--- src/rtl/control_fsm_if.sv ---
// rtl/control_fsm_if.sv - instruction fetch handshake between controller and instruction memory
interface control_fsm_if;
    logic        ins_req;
    logic [5:0]  ins_addr;
    logic        ins_valid;
    logic [15:0] ins_rdata;

    modport master (output ins_req, output ins_addr, input ins_valid, input ins_rdata);
    modport slave  (input ins_req, input ins_addr, output ins_valid, output ins_rdata);
endinterface

--- src/rtl/control_fsm.sv ---
// rtl/control_fsm.sv - fetch/execute controller: owns PC, IR and NZP, decodes for the ALU
module control_fsm #(
    parameter logic [5:0] RESET_PC = 6'd0,
    parameter logic [2:0] CC_RESET = 3'b010
) (
    input  logic              clk,
    input  logic              reset,
    control_fsm_if.master     fetch,
    input  logic [7:0]        alu_result,
    output logic [1:0]        alu_op,
    output logic [1:0]        source_sel,
    output logic [5:0]        ins_immediate,
    output logic [5:0]        pc,
    output logic [2:0]        sr1_sel,
    output logic [2:0]        sr2_sel,
    output logic [2:0]        dr_sel,
    output logic              reg_we,
    output logic [2:0]        nzp,
    output logic              halted,
    output logic              illegal
);
    typedef enum logic [1:0] {S_FETCH, S_EXEC, S_HALT} state_t;

    localparam logic [3:0] OP_BR   = 4'b0000;
    localparam logic [3:0] OP_ADD  = 4'b0001;
    localparam logic [3:0] OP_AND  = 4'b0101;
    localparam logic [3:0] OP_NOT  = 4'b1001;
    localparam logic [3:0] OP_LEA  = 4'b1110;
    localparam logic [3:0] OP_HALT = 4'b1111;

    state_t      state_q, state_d;
    logic [5:0]  pc_q, pc_d;
    logic [15:0] ir_q, ir_d;
    logic [2:0]  nzp_q, nzp_d;
    logic [3:0]  opcode;

    assign opcode        = ir_q[15:12];
    assign ins_immediate = ir_q[5:0];
    assign sr1_sel       = ir_q[8:6];
    assign sr2_sel       = ir_q[2:0];
    assign dr_sel        = ir_q[11:9];
    assign pc            = pc_q;
    assign nzp           = nzp_q;
    assign halted        = (state_q == S_HALT);
    assign fetch.ins_addr = pc_q;

    always_ff @(posedge clk) begin
        if (reset) begin
            state_q <= S_FETCH;
            pc_q    <= RESET_PC;
            ir_q    <= 16'd0;
            nzp_q   <= CC_RESET;
        end else begin
            state_q <= state_d;
            pc_q    <= pc_d;
            ir_q    <= ir_d;
            nzp_q   <= nzp_d;
        end
    end

    always_comb begin
        state_d       = state_q;
        pc_d          = pc_q;
        ir_d          = ir_q;
        nzp_d         = nzp_q;
        fetch.ins_req = 1'b0;
        reg_we        = 1'b0;
        illegal       = 1'b0;
        case (state_q)
            S_FETCH: begin
                fetch.ins_req = 1'b1;
                if (fetch.ins_valid) begin
                    ir_d    = fetch.ins_rdata;
                    pc_d    = pc_q + 6'd1;
                    state_d = S_EXEC;
                end
            end
            S_EXEC: begin
                state_d = S_FETCH;
                case (opcode)
                    OP_ADD, OP_AND, OP_NOT, OP_LEA: begin
                        reg_we = 1'b1;
                        nzp_d  = {alu_result[7], alu_result == 8'd0,
                                  ~alu_result[7] & (alu_result != 8'd0)};
                    end
                    OP_BR: begin
                        // pc already points past the branch, so the offset is PC-relative to the next word
                        if ((ir_q[11:9] & nzp_q) != 3'b000)
                            pc_d = pc_q + ir_q[5:0];
                    end
                    OP_HALT: state_d = S_HALT;
                    default: illegal = 1'b1;
                endcase
            end
            S_HALT: state_d = S_HALT;
            default: state_d = S_FETCH;
        endcase
    end

    always_comb begin
        alu_op     = 2'b00;
        source_sel = ir_q[5] ? 2'b00 : 2'b10;
        case (opcode)
            OP_AND: alu_op = 2'b01;
            OP_NOT: alu_op = 2'b10;
            OP_LEA: source_sel = 2'b01;
            default: alu_op = 2'b00;
        endcase
    end
endmodule
--- src/flat_wrapper.sv ---
// flat-port wrapper written by rule: the top's interface ports become plain ports
module control_fsm_flat 
#(
    parameter logic [5:0] RESET_PC = 6'd0,
    parameter logic [2:0] CC_RESET = 3'b010
)
  (clk, reset, alu_result, alu_op, source_sel, ins_immediate, pc, sr1_sel, sr2_sel, dr_sel, reg_we, nzp, halted, illegal, fetch_ins_req, fetch_ins_addr, fetch_ins_valid, fetch_ins_rdata);
  control_fsm_if fetch_i ();
  input  logic clk;
  input  logic reset;
  input  logic [7:0] alu_result;
  output logic [1:0] alu_op;
  output logic [1:0] source_sel;
  output logic [5:0] ins_immediate;
  output logic [5:0] pc;
  output logic [2:0] sr1_sel;
  output logic [2:0] sr2_sel;
  output logic [2:0] dr_sel;
  output logic reg_we;
  output logic [2:0] nzp;
  output logic halted;
  output logic illegal;
  output wire logic [$bits(fetch_i.ins_req)-1:0] fetch_ins_req;
  output wire logic [$bits(fetch_i.ins_addr)-1:0] fetch_ins_addr;
  input wire logic [$bits(fetch_i.ins_valid)-1:0] fetch_ins_valid;
  input wire logic [$bits(fetch_i.ins_rdata)-1:0] fetch_ins_rdata;
  assign fetch_ins_req = fetch_i.ins_req;
  assign fetch_ins_addr = fetch_i.ins_addr;
  assign fetch_i.ins_valid = fetch_ins_valid;
  assign fetch_i.ins_rdata = fetch_ins_rdata;
  control_fsm #(.RESET_PC(RESET_PC), .CC_RESET(CC_RESET)) u_core (.clk(clk), .reset(reset), .fetch(fetch_i), .alu_result(alu_result), .alu_op(alu_op), .source_sel(source_sel), .ins_immediate(ins_immediate), .pc(pc), .sr1_sel(sr1_sel), .sr2_sel(sr2_sel), .dr_sel(dr_sel), .reg_we(reg_we), .nzp(nzp), .halted(halted), .illegal(illegal));
endmodule
--- config.mk ---
export PLATFORM = sky130hd
export DESIGN_NAME = control_fsm_flat
export DESIGN_NICKNAME = d
export VERILOG_FILES = /design/src/rtl/control_fsm_if.sv /design/src/rtl/control_fsm.sv /design/src/flat_wrapper.sv
export SDC_FILE = /design/constraint.sdc
export NUM_CORES = 1
export LEC_CHECK = 0
export CORE_MARGIN = 4
export CORE_UTILIZATION = 42
export CTS_BUF_LIST = sky130_fd_sc_hd__clkbuf_16
export DETAILED_ROUTE_END_ITERATION = 10
export PLACE_DENSITY_LB_ADDON = 0.1
export SYNTH_ARGS = -nofsm -noshare
export SYNTH_HDL_FRONTEND = slang
export SYNTH_SLANG_ARGS = --single-unit
export TNS_END_PERCENT = 20
--- constraint.sdc ---
create_clock -name clk -period 2.9 [get_ports clk]
set_clock_uncertainty 0.15 [all_clocks]
set_input_delay 0.58 -clock clk [delete_from_list [all_inputs] [get_ports clk]]
set_output_delay 0.58 -clock clk [all_outputs]
set_load 0.1 [all_outputs]
---- Word level (Yosys, flattened, before mapping) ----
Index checks and enable logic that the tools add are counted.
cells by class
  equality and inequality tests ........... 10
  multiplexer cells ....................... 15
  add/subtract/negate cells ............... 2
  reduce and logical (&&, ||, !) cells .... 11
  bitwise gates (word level) .............. 3
operator list
  cell                 count
  $mux 6               3
  $eq 4x4->1 const B   3
  $pmux 6 s2           1
  $logic_not 8->1      1
  $mux 2               4
  $reduce_bool 8->1    1
  $add 6x1->6 const B  1
  $add 6x6->6          1
  $pmux 2 s3           1
  $reduce_or 6->1      1
  $mux 1               5
  $eq 4x1->1 const B   1
  $eq 4x3->1 const B   1
  $logic_not 4->1      1
  $ne 2x1->1 const B   2
  $pmux 2 s2           1
  $reduce_and 2->1     2
  $reduce_and 4->1     1
  $reduce_or 4->1      1
  $and 3x3->3          1
  $reduce_bool 3->1    1
  $eq 2x1->1 const B   1
  $eq 2x2->1 const B   1
  $logic_not 2->1      1
  4 further kinds      4
storage, ports and cells
  logic and storage cells ................. 45
  output and inout bits ................... 38
  register bits ........................... 27
  input port bits ......................... 27

---- Depth between registers and ports, before layout ----
  depth after elaboration ................. 5
  depth in mapped cells ................... 10
  depth with buffers taken out ............ 9

---- Worst setup path after synthesis ----
OpenSTA, ideal clock, no wires.
  path kind ............................... register -> output
  start point ............................. reg u_core.ir_q[14]
  end point ............................... out source_sel[1]
  data required time ...................... 2170 ps
  stages on the path, launching flop included .. 5
  buffers on the path ..................... 1
  arrival ................................. 2836 ps
  setup slack ............................. -666 ps
  cell sequence ........................... dfxtp_1 -> clkbuf_2 -> nand3_1 -> nor2_1 -> nor2_1
between the ends
  cells in the longest elaborated chain, start to end .. 2
ends and longest elaborated chain
  item                    line                source
  from (decl)             control_fsm.sv:33   logic [15:0] ir_q, ir_d;
  from (signal assigned)  control_fsm.sv:56   ir_q <= ir_d;
  $eq 4x4->1              control_fsm.sv:103  case (opcode)
  $mux 2                  control_fsm.sv:103
  to (decl)               flat_wrapper.sv:13  output logic [1:0] source_sel;
Every way passes these cells.

---- Final worst setup path ----
  start point ............................. reg u_core.state_q[0]
  end point ............................... reg u_core.pc_q[5], in the netlist u_core.fetch.ins_addr[5]
between the ends
  cells in the longest elaborated chain, start to end .. 3
  elaborated cells on any way between the ends .. 8
  those cells by class .................... 4 x eq/ne; 1 x mux; 3 x reduce/logical
ends and longest elaborated chain
  item                                                 line               source
  from (decl)                                          control_fsm.sv:31  state_t state_q, state_d;
  from (signal assigned)                               control_fsm.sv:54  state_q <= state_d;
  $eq 2x1->1 or $logic_not 2->1 (tied branches)        control_fsm.sv:69  case (state_q)
  $ne 2x1->1 (no source line) (tied with other cells)  -
  $reduce_and 4->1 (no source line)                    -
  to (signal assigned)                                 control_fsm.sv:55  pc_q <= pc_d;
  to (decl)                                            control_fsm.sv:32  logic [5:0] pc_q, pc_d;
Several ways; a longest one is shown, not always the timed one.
A chain may end at the register's enable or synchronous reset.

==> impl_metrics.env <==
export IMPL_drt_pass1_iter_count=4
export IMPL_crit_path_max_fanout=5
export IMPL_utilization=0.599
export IMPL_primary_flip_flop_cell_chosen_by_synthesis_mapping="sky130_fd_sc_hd__dfxtp_1"
export IMPL_portBuffers=64
export IMPL_clock_tree_root_cell="sky130_fd_sc_hd__clkbuf_16"
export IMPL_postRouteWirelength_um=3440
export IMPL_layout_cell_area_non_filler_um2=2040
export IMPL_initial_utilization=0.443
export IMPL_global_route_overflow_total=0
export IMPL_die_x_extent_um=68.0
export IMPL_h_tree_lvl_count=1
export IMPL_synth_cell_area_um2=1510
export IMPL_slew_limit_headroom=0.627
export IMPL_route_detailed_vias_per_inst=4.81
export IMPL_vdd_drop_max_uv=326
export IMPL_finalCritPeriodShare=0.884
export IMPL_die_h_um=68.0
export IMPL_multi_input_comb_area_um2=763
export IMPL_setup_total_negative_slack_ps=0
export IMPL_final_setup_worst_slack_ps=338
export IMPL_dr_first_iter_drc_count=53
export IMPL_critPathArrivalTime_ps=2560
export IMPL_timing_critical_path_to_type="flop"
export IMPL_powerDensity_nw_per_um2=520
export IMPL_pin_count_of_the_biggest_net_entering_global_routing=18
export IMPL_num_antenna_cells=0
export IMPL_cts_tree="yes"
export IMPL_setup_viol=0
export IMPL_avgRoutedWirePerCell_um=12.7
export IMPL_max_cap_violations=0
export IMPL_run_status="finished clean"
export IMPL_grt_pass1_wl_um=5570
export IMPL_worstSetupPathType="reg2reg"
export IMPL_gp_congestion=0.760
export IMPL_synthCells=182
export IMPL_cts_path_max_buffers=2
export IMPL_layout_overhead_on_the_synthesized_area_pct=35.2
export IMPL_half_perimeter_wire_length_after_placement_um=2760
export IMPL_synth_async_reset_ratio=0
export IMPL_postCtsHoldBufs=0
export IMPL_worst_pin_slew_ps=558
export IMPL_leakagePower_nw=0.918
export IMPL_routed_via_count=1299
export IMPL_number_of_clock_sinks=27
export IMPL_seq_area_frac_synth=0.357
export IMPL_synth_warnings=0
export IMPL_gr_usage_all_layers=0.157
export IMPL_post_synthesis_average_cell_area_um2=8.31
export IMPL_kind_of_start_point_of_the_critical_path="flop"
export IMPL_fp_row_count=21
export IMPL_design_die_area_um2=4630
export IMPL_final_layout_size_suffix_gt1_frac=0.223
export IMPL_placed_cell_areas_um2=1970
export IMPL_route_detailed_drc=0
export IMPL_rsz0062_at_grt="false"
export IMPL_cts_made_buffers=3
export IMPL_final_antenna_net_count=0
export IMPL_syn_num_nets=215
export IMPL_worstSkewPairLatency_ps=260
export IMPL_cp_required_ps=2900
export IMPL_cts_setup_buffers=0
export IMPL_nNetsFinal=258
export IMPL_max_slew_violation_total_from_the_final_report=0
export IMPL_hold_class="reg2reg"
export IMPL_dp_worst_setup_slack_ps=361
export IMPL_synth_edf_count=0
export IMPL_post_route_min_period_ps=2560
export IMPL_number_of_top_level_pins=65
export IMPL_postSynthRegisterBits=27
export IMPL_synth_cell_type_count=42
export IMPL_hold_viol_final=0
export IMPL_grt_pass1_vias=1243
export IMPL_path_clk_slew_ps=60
export IMPL_placeableCoreArea_um2=3420
export IMPL_area_sequential_um2=541
export IMPL_cts_resized=0
export IMPL_antenna_found_initial=0
export IMPL_fillCellCount=320
export IMPL_achievable_clock_frequency_ghz=0.390
## sequential cells by signal, summed over array words and instances, names as in the netlist
signal / count
u_core.ir_q: 16
u_core.fetch.ins_addr: 6
u_core.nzp: 3
u_core.state_q: 2
## cell usage in the layout, fill, tap and decap left out, types with 2 or more instances in the layout
cell type / synthesis / routed
sky130_fd_sc_hd__buf_4: 22 / 39
sky130_fd_sc_hd__nand2_1: 36 / 36
sky130_fd_sc_hd__dfxtp_1: 27 / 27
sky130_fd_sc_hd__clkdlybuf4s50_1: 0 / 26
sky130_fd_sc_hd__a21oi_1: 20 / 20
sky130_fd_sc_hd__nor2_1: 16 / 15
sky130_fd_sc_hd__mux2i_1: 6 / 6
sky130_fd_sc_hd__ha_1: 5 / 5
sky130_fd_sc_hd__and2_1: 4 / 4
sky130_fd_sc_hd__inv_1: 3 / 4
sky130_fd_sc_hd__a21o_1: 3 / 3
sky130_fd_sc_hd__clkbuf_16: 0 / 3
sky130_fd_sc_hd__nor2b_1: 2 / 2
sky130_fd_sc_hd__nor3b_1: 2 / 2
sky130_fd_sc_hd__nor4_1: 2 / 2
sky130_fd_sc_hd__a211oi_1: 2 / 2
sky130_fd_sc_hd__xnor2_1: 2 / 2
sky130_fd_sc_hd__buf_12: 0 / 2
## kinds of logic after synthesis
family          share of synthesized area
simple gates                        0.226
compound gates                      0.151
buf+inv                             0.140
flops                               0.357
mux                                0.0471
fa+ha+maj                          0.0612
xor+xnor                           0.0174
## final timing paths
kind,start,end,slack (ps),depth (start not counted)
worst max-delay path,u_core.state_q[0],u_core.fetch.ins_addr[5],340,8
worst min-delay path,u_core.ir_q[8],u_core.ir_q[8],310,2
worst max register to register,u_core.state_q[0],u_core.fetch.ins_addr[5],340,8
worst min register to register,u_core.ir_q[8],u_core.ir_q[8],310,2
## layer usage
| layer | part of all wire | GRT usage | vias up |
|---|---|---|---|
| li1 | - | - | 670 |
| met4 | 0.011 | 0.0471 | 0 |
| met5 | 0 | 0 | - |
| met3 | 0.048 | 0.0361 | 4 |
| met2 | 0.52 | 0.278 | 33 |
| met1 | 0.42 | 0.188 | 592 |
## synthesized netlist by cell type (2+ instances only)
| cell type | instances | area [µm²] |
|---|---|---|
| sky130_fd_sc_hd__mux2i_1 | 6 | 60.1 |
| sky130_fd_sc_hd__a21oi_1 | 20 | 100 |
| sky130_fd_sc_hd__xnor2_1 | 2 | 17.5 |
| sky130_fd_sc_hd__nand2_1 | 36 | 135 |
| sky130_fd_sc_hd__clkbuf_1 | 4 | 15.0 |
| sky130_fd_sc_hd__nor2b_1 | 2 | 12.5 |
| sky130_fd_sc_hd__buf_4 | 22 | 165 |
| sky130_fd_sc_hd__nor2_1 | 16 | 60.1 |
| sky130_fd_sc_hd__dfxtp_1 | 27 | 541 |
| sky130_fd_sc_hd__ha_1 | 5 | 62.6 |
| sky130_fd_sc_hd__and2_1 | 4 | 25.0 |
| sky130_fd_sc_hd__nor3b_1 | 2 | 15.0 |
| sky130_fd_sc_hd__a211oi_1 | 2 | 15.0 |
| sky130_fd_sc_hd__nor4_1 | 2 | 12.5 |
| sky130_fd_sc_hd__a21o_1 | 3 | 22.5 |
| sky130_fd_sc_hd__inv_1 | 3 | 11.3 |
## final cells by class
cell class	count	share of cell area
multi-input combinational	123	0.373
timing repair buffer	67	0.290
sequential	27	0.264
clock buffer	3	0.0367
tap	46	0.0282
inverter	3	0.00551
clock inverter	1	0.00184
## report_power, final
part / leakage [nW] / internal [mW] / total [mW] / switching [mW]
Sequential: 0.221 / 0.391 / 0.412 / 0.0214
Combinational: 0.654 / 0.0995 / 0.345 / 0.246
Clock: 0.0423 / 0.184 / 0.306 / 0.122
## critical path: stages, from the launching register on
cell and delay, ps:
sky130_fd_sc_hd__dfxtp_1 430, sky130_fd_sc_hd__nor2b_1 270, sky130_fd_sc_hd__and2_1 220, sky130_fd_sc_hd__ha_1 260
sky130_fd_sc_hd__a211oi_1 390, sky130_fd_sc_hd__nor4b_1 110, sky130_fd_sc_hd__nor2_1 210, sky130_fd_sc_hd__a31oi_4 100
sky130_fd_sc_hd__mux2_1 310
## stage by stage
step | hold WS, ps | cells | power [mW]
2_1_floorplan | 287 | 182 | 0.698
3_3_place_gp | 294 | 266 | 0.763
3_5_place_dp | 300 | 266 | 0.768
4_1_cts | 312 | 270 | 1.07
5_1_grt | 342 | 270 | 1.11
6_report | 311 | 270 | 1.06
Power figures use the tool's default switching activity.
